[config.mk]
export PLATFORM = sky130hd
export DESIGN_NAME = mult4_seq_ctrl_flat
export DESIGN_NICKNAME = d
export VERILOG_FILES = /design/src/rtl/mult4_seq_ctrl_if.sv /design/src/rtl/mult4_seq_ctrl.sv /design/src/flat_wrapper.sv
export SDC_FILE = /design/constraint.sdc
export NUM_CORES = 1
export LEC_CHECK = 0
export ABC_AREA = 1
export CAP_MARGIN = 10
export CELL_PAD_IN_SITES_DETAIL_PLACEMENT = 1
export CELL_PAD_IN_SITES_GLOBAL_PLACEMENT = 1
export CORE_MARGIN = 3
export CORE_UTILIZATION = 28
export DETAILED_ROUTE_END_ITERATION = 10
export DONT_BUFFER_PORTS = 1
export MAX_ROUTING_LAYER = met4
export PLACE_DENSITY_LB_ADDON = 0.1
export SLEW_MARGIN = 20
export SYNTH_ARGS = -nofsm -noshare
export SYNTH_HDL_FRONTEND = slang
export SYNTH_SLANG_ARGS = --single-unit
[constraint.sdc]
create_clock -name clk -period 1.65 [get_ports clk]
set_input_delay 0.0825 -clock clk [delete_from_list [all_inputs] [get_ports clk]]
set_output_delay 0.0825 -clock clk [all_outputs]
set_load 0.005 [all_outputs]
[src/rtl/mult4_seq_ctrl_if.sv]
// Handshake and result bus of the 4x4 sequential shift-add multiplier.
// Optional macro: MULT4_DONE_PULSE_EN adds the one-cycle `done` completion pulse.
interface mult4_seq_ctrl_if;
    logic       start;
    logic [3:0] ABus;
    logic [3:0] BBus;
    logic       ready;
    logic [7:0] resultBus;
    logic [5:0] ps;
`ifdef MULT4_DONE_PULSE_EN
    logic       done;
`endif

`ifdef MULT4_DONE_PULSE_EN
    modport master (output start, ABus, BBus, input ready, resultBus, ps, done);
    modport slave  (input start, ABus, BBus, output ready, resultBus, ps, done);
`else
    modport master (output start, ABus, BBus, input ready, resultBus, ps);
    modport slave  (input start, ABus, BBus, output ready, resultBus, ps);
`endif
endinterface

[src/rtl/mult4_seq_ctrl.sv]
// Sequential core of the 4x4 unsigned shift-add multiplier: operand/partial-product
// registers, one-hot step controller and start/ready handshake.
// Optional macro: MULT4_DONE_PULSE_EN adds a registered `done` pulse on return to IDLE.
module mult4_seq_ctrl (
    input  logic           clk,
    input  logic           rst,
    mult4_seq_ctrl_if.slave bus
);
    typedef enum logic [5:0] {
        IDLE  = 6'b000001,
        STEP1 = 6'b000010,
        STEP2 = 6'b000100,
        LOAD  = 6'b001000,
        STEP4 = 6'b010000,
        STEP3 = 6'b100000
    } state_t;

    // Raw 6-bit register so illegal one-hot codes remain representable and recoverable.
    logic [5:0] ps_q;
    state_t     ps_d;
    logic [3:0] areg;
    logic [3:0] breg;
    logic [3:0] preg;
    logic       ready;
    logic       load_en;
    logic       step_en;
    logic [4:0] sum;

    // State register with synchronous reset to IDLE.
    always_ff @(posedge clk) begin
        if (rst) begin
            ps_q <= IDLE;
        end else begin
            ps_q <= ps_d;
        end
    end

    // Next-state: IDLE waits for start, the rest advance unconditionally; illegal codes go to IDLE.
    always_comb begin
        ps_d = IDLE;
        case (ps_q)
            IDLE:    ps_d = bus.start ? LOAD : IDLE;
            LOAD:    ps_d = STEP1;
            STEP1:   ps_d = STEP2;
            STEP2:   ps_d = STEP3;
            STEP3:   ps_d = STEP4;
            STEP4:   ps_d = IDLE;
            default: ps_d = IDLE;
        endcase
    end

    // State decode into handshake and datapath enables; illegal codes enable nothing.
    always_comb begin
        ready   = 1'b0;
        load_en = 1'b0;
        step_en = 1'b0;
        case (ps_q)
            IDLE:                      ready   = 1'b1;
            LOAD:                      load_en = 1'b1;
            STEP1, STEP2, STEP3, STEP4: step_en = 1'b1;
            default: ;
        endcase
    end

    // Shift-add step: keep the carry as the top bit of the shifted partial product.
    assign sum = {1'b0, preg} + (areg[0] ? {1'b0, breg} : 5'd0);

    // Operand and partial-product registers.
    always_ff @(posedge clk) begin
        if (rst) begin
            areg <= '0;
            breg <= '0;
            preg <= '0;
        end else if (load_en) begin
            areg <= bus.ABus;
            breg <= bus.BBus;
            preg <= '0;
        end else if (step_en) begin
            preg <= sum[4:1];
            areg <= {sum[0], areg[3:1]};
        end
    end

`ifdef MULT4_DONE_PULSE_EN
    logic done_q;

    // Completion pulse for the cycle that first re-enters IDLE after STEP4.
    always_ff @(posedge clk) begin
        if (rst) begin
            done_q <= 1'b0;
        end else begin
            done_q <= (ps_q == STEP4);
        end
    end

    assign bus.done = done_q;
`endif

    assign bus.ready     = ready;
    assign bus.resultBus = {preg, areg};
    assign bus.ps        = ps_q;
endmodule

[src/flat_wrapper.sv]
// flat-port wrapper written by rule: the top's interface ports become plain ports
module mult4_seq_ctrl_flat 
  (clk, rst, bus_start, bus_ABus, bus_BBus, bus_ready, bus_resultBus, bus_ps);
  mult4_seq_ctrl_if bus_i ();
  input  logic clk;
  input  logic rst;
  input wire logic [$bits(bus_i.start)-1:0] bus_start;
  input wire logic [$bits(bus_i.ABus)-1:0] bus_ABus;
  input wire logic [$bits(bus_i.BBus)-1:0] bus_BBus;
  output wire logic [$bits(bus_i.ready)-1:0] bus_ready;
  output wire logic [$bits(bus_i.resultBus)-1:0] bus_resultBus;
  output wire logic [$bits(bus_i.ps)-1:0] bus_ps;
  assign bus_i.start = bus_start;
  assign bus_i.ABus = bus_ABus;
  assign bus_i.BBus = bus_BBus;
  assign bus_ready = bus_i.ready;
  assign bus_resultBus = bus_i.resultBus;
  assign bus_ps = bus_i.ps;
  mult4_seq_ctrl u_core (.clk(clk), .rst(rst), .bus(bus_i));
endmodule
==> metrics.sh <==
RUN_STATUS='finished clean'
TOTALWIRELENGTH_UM=2250
FINAL_NET_COUNT=165
ROWS=20
GLOBALROUTEMET3UTIL=0.0316
SYNTH.LIB_CELLS_USED.DISTINCT=19
GLOBALROUTE.TOTALOVERFLOW=0
TIMING.CRITICAL_PATH.CELLS='nand2_1, inv_1, ha_1, inv_1, fa_1, xnor2_1, o21ai_1, nor2_1'
MAX_SLEW_VIOLATIONS=0
FINAL_SUM_OF_NEGATIVE_SETUP_SLACK_NS=0
SETUP.WORST_PATH.END_CLASS='flip-flop'
NUMPLACEDINSTANCES=182
NUMBER_OF_ANTENNA_VIOLATIONS_AT_THE_FIRST_CHECK_IN_GLOBAL_ROUTING=0
MULTI_INPUT_AREA_UM2=475
CORE_UM2=3130
LAYOUT_COMMON_CELLS='sky130_fd_sc_hd__nor2_1, sky130_fd_sc_hd__inv_1, sky130_fd_sc_hd__nand2_1'
SYNTH_AREA_UM2=941
GLOBALPLACE.CONGESTION=0.780
DIE_HEIGHT_UM=64.0
PLACEMENT.SETUP.WORST_SLACK_NS=0.0871
FIN_SKEW_NS=0.00718
REG2REG_TO='u_core.preg[1]$_SDFFE_PP0P_'
RSZ0062_AT_GRT='false'
FINAL-INSTANCE-COUNT-EXCL-FILL=192
FINALSETUPVIOLATIONS=0
POST_DRT_VIA_CELL_RATIO=4.50
CTS-BUFFERS-INSERTED=3
POST-ROUTE-WORST-SETUP-SLACK_NS=0.155
GRT.MET2_USAGE=0.194
SYN-MEAN-INSTANCE-AREA_UM2=6.87
WORSTSETUPSTARTPOINTTYPE='flip-flop'
GROUTE.USAGE.OVERALL=0.124
LAYOUT-DRIVE-GT1-SHARE=0.0878
SOURCE_TO_SINK_CLOCK_DELAY_AT_THE_LATER_PIN_OF_THE_WORST_SKEW_PAIR_NS=0.30
TIMING.CRITICAL_PATH.FANOUT_MAX=4
CRITICAL_PATH.MAX_STAGE_DELAY_NS=0.40
SYN-NUM-NETS=153
CTS.HTREE.LEVELS=1
FF2FF_PATH_DEPTH=8
CTS.REPORTEDPATHS.CLKPINSLEW_NS=0.11
SETUP.WORST_PATH.CLASS='reg -> reg'
CLKSINKCOUNT=18
ANT_NETS=0
CTS_TREE='done'
WORSTHOLDPATHTYPE='in -> reg'
WORST_R2R_STARTPOINT='u_core.areg[0]$_SDFFE_PP0P_'
DPL.HPWL_UM=1780
FLOORPLAN.IO_PINS=26
CLOCK-ROOT-BUFFER='sky130_fd_sc_hd__clkbuf_4'
WHS_NS=0.0134
UTILIZATION=0.352
POST-CTS-SETUP-BUFFERS=0
IO_BUFFER_COUNT=0
CP_NUM_BUF_INV=2
DRT_PASS1_ITERATIONS=4
CRITICAL_PATH_REQUIRED_NS=1.86
FINAL_PERIOD_MINUS_WORST_SETUP_SLACK_NS=1.50
WORST_SLEW_PIN_SLEW_NS=0.276
TIMING.MAX_SLEW.REL_SLACK=0.815
FILLERS=407
AREA_DELTA_SYNTH_FINAL_PCT=17.0
CRITICAL_PATH.SLOWEST_CELL='sky130_fd_sc_hd__fa_1'
REGISTER_AREA_UM2=362
DRT_FIRST_ITER_VIOLATIONS=31
MAX_CLOCK_FREQ_GHz=0.669
CP.DEPTH=8
CRIT_END='u_core.preg[1]$_SDFFE_PP0P_'
MAXIMUM_NUMBER_OF_BUFFERS_FROM_CLOCK_ROOT_TO_SINK=2
FIRST_GLOBAL_VIAS=883
FINALHOLDVIOLCOUNT=0
GRT_MOST_USED_LAYER='met2'
DIE-AREA_UM2=4090
GRTUSAGEMET1=0.149
STATIC_LEAK_nW=0.577
SYNTH.YOSYS.SEQ_AREA_SHARE=0.383
CRITPATHARRIVALTIME_NS=1.70
CRIT_START='u_core.areg[0]$_SDFFE_PP0P_'
SYN_INST=137
DRV_CAP=0
PATH_DELAY_FAMILY='adder cells'
INITIAL_CORE_UTIL=0.301
CRIT_TOP_CELL='sky130_fd_sc_hd__inv_1'
AVERAGE_WIRE_PER_CELL_IN_THE_ROUTED_DESIGN_UM=11.7
SYNTH.YOSYS.WARNINGS=0
MOSTFREQUENTLAYOUTCELL='sky130_fd_sc_hd__nor2_1'
COUNT_OF_UNRESOLVED_DRC_VIOLATIONS_AFTER_ROUTING=0
GRT_START_MAX_NET_PINS=11
VIAS=864
REG2REG_SETUP_SLACK_NS=0.15
SYNTH.FF_LATCH_COUNT=18
DIE_WIDTH_UM=64.0
FINAL.PERIOD_UTILIZATION=0.906
VDD_IR_DROP_MAX_V=0.000240
PWR_DENSITY_CELL_nW_PER_UM2=718
GRT_FIRST_PASS_WIRELENGTH_UM=3970
N_ANTENNA_CELL=0
[area by class of cell]
| cell class | count | share of cell area |
|---|---|---|
| Clock buffer | 4 | 0.0330 |
| Inverter | 28 | 0.0955 |
| Multi-Input combinational cell | 91 | 0.432 |
| Sequential cell | 18 | 0.328 |
| Tap cell | 44 | 0.0500 |
| Timing Repair Buffer | 7 | 0.0614 |
[worst register-to-register path, cell delays in order, from the launching register on]
cell	delay (ns)
sky130_fd_sc_hd__dfxtp_2	0.36
sky130_fd_sc_hd__nand2_1	0.06
sky130_fd_sc_hd__inv_1	0.05
sky130_fd_sc_hd__ha_1	0.16
sky130_fd_sc_hd__inv_1	0.06
sky130_fd_sc_hd__fa_1	0.40
sky130_fd_sc_hd__xnor2_1	0.14
sky130_fd_sc_hd__o21ai_1	0.13
sky130_fd_sc_hd__nor2_1	0.05
[state kept, by name, indices dropped and copies added, names as in the netlist]
name / cells
u_core.bus.ps: 6
u_core.areg: 4
u_core.preg: 4
u_core.breg: 4
[how the worst min path moves through the flow]
stage                                  endpoint  slack [ns]  from  cells past startpoint
finish              u_core.areg[0]$_SDFFE_PP0P_        0.01   rst                      3
global route        u_core.areg[2]$_SDFFE_PP0P_        0.02   rst                      3
CTS                 u_core.areg[3]$_SDFFE_PP0P_        0.01   rst                      3
detailed placement  u_core.bus.ps[5]$_SDFF_PP0_        0.16   rst                      1
global placement    u_core.bus.ps[5]$_SDFF_PP0_        0.16   rst                      1
floorplan           u_core.bus.ps[2]$_SDFF_PP0_        0.15   rst                      1
[layer usage]
metal | wire (µm) | share of wire | vias to the layer above
met2 | 1080 | 0.48 | 14
met4 | 21 | 0.0093 | 0
met5 | 0 | 0 | -
met1 | 1040 | 0.46 | 401
met3 | 111 | 0.049 | 2
li1 | - | - | 447
[Yosys cell counts]
cell	count	area share
sky130_fd_sc_hd__a21oi_1	3	0.016
sky130_fd_sc_hd__a22o_1	4	0.037
sky130_fd_sc_hd__dfxtp_1	18	0.38
sky130_fd_sc_hd__fa_1	1	0.021
sky130_fd_sc_hd__ha_1	4	0.053
sky130_fd_sc_hd__inv_1	27	0.11
sky130_fd_sc_hd__inv_2	1	0.0040
sky130_fd_sc_hd__nand2_1	23	0.092
sky130_fd_sc_hd__nand2_2	1	0.0067
sky130_fd_sc_hd__nand3_1	11	0.059
sky130_fd_sc_hd__nand3_2	1	0.011
sky130_fd_sc_hd__nand4_1	1	0.0067
sky130_fd_sc_hd__nor2_1	28	0.11
sky130_fd_sc_hd__nor2_2	3	0.020
sky130_fd_sc_hd__nor3_1	1	0.0053
sky130_fd_sc_hd__nor3_2	1	0.011
sky130_fd_sc_hd__o21ai_0	7	0.037
sky130_fd_sc_hd__xnor2_1	1	0.0093
sky130_fd_sc_hd__xor2_1	1	0.0093
[logic make-up after synthesis]
| family | Yosys count | share of synthesized area |
|---|---|---|
| XOR/XNOR | 2 | 0.0186 |
| adder cells (fa/ha/maj) | 5 | 0.0745 |
| AO/OA/AOI/OAI | 14 | 0.0904 |
| AND/OR/NAND/NOR | 70 | 0.322 |
| buffers and inverters | 28 | 0.112 |
| flip-flops | 18 | 0.383 |
[where the power goes]
part           switching, mW  total [mW]  internal, mW
sequential           0.00890       0.452         0.443
clock                  0.144       0.279         0.134
combinational         0.0346      0.0597        0.0251
total                  0.188       0.790         0.603
[through the flow]
| step | cell area [µm²] | total power [mW] |
|---|---|---|
| finish | 1100 | 0.790 |
| global placement | 1000 | 0.509 |
| floorplan | 941 | 0.497 |
| CTS | 1100 | 0.808 |
| global route | 1100 | 0.841 |
| detailed placement | 1000 | 0.510 |
[timing repair]
action,in CTS,in global routing
setup endpoints to repair,0,2
hold buffers,6,0
endpoints found under the hold margin,9,0
resized for setup,0,2
(Power assumes the default switching activity.)
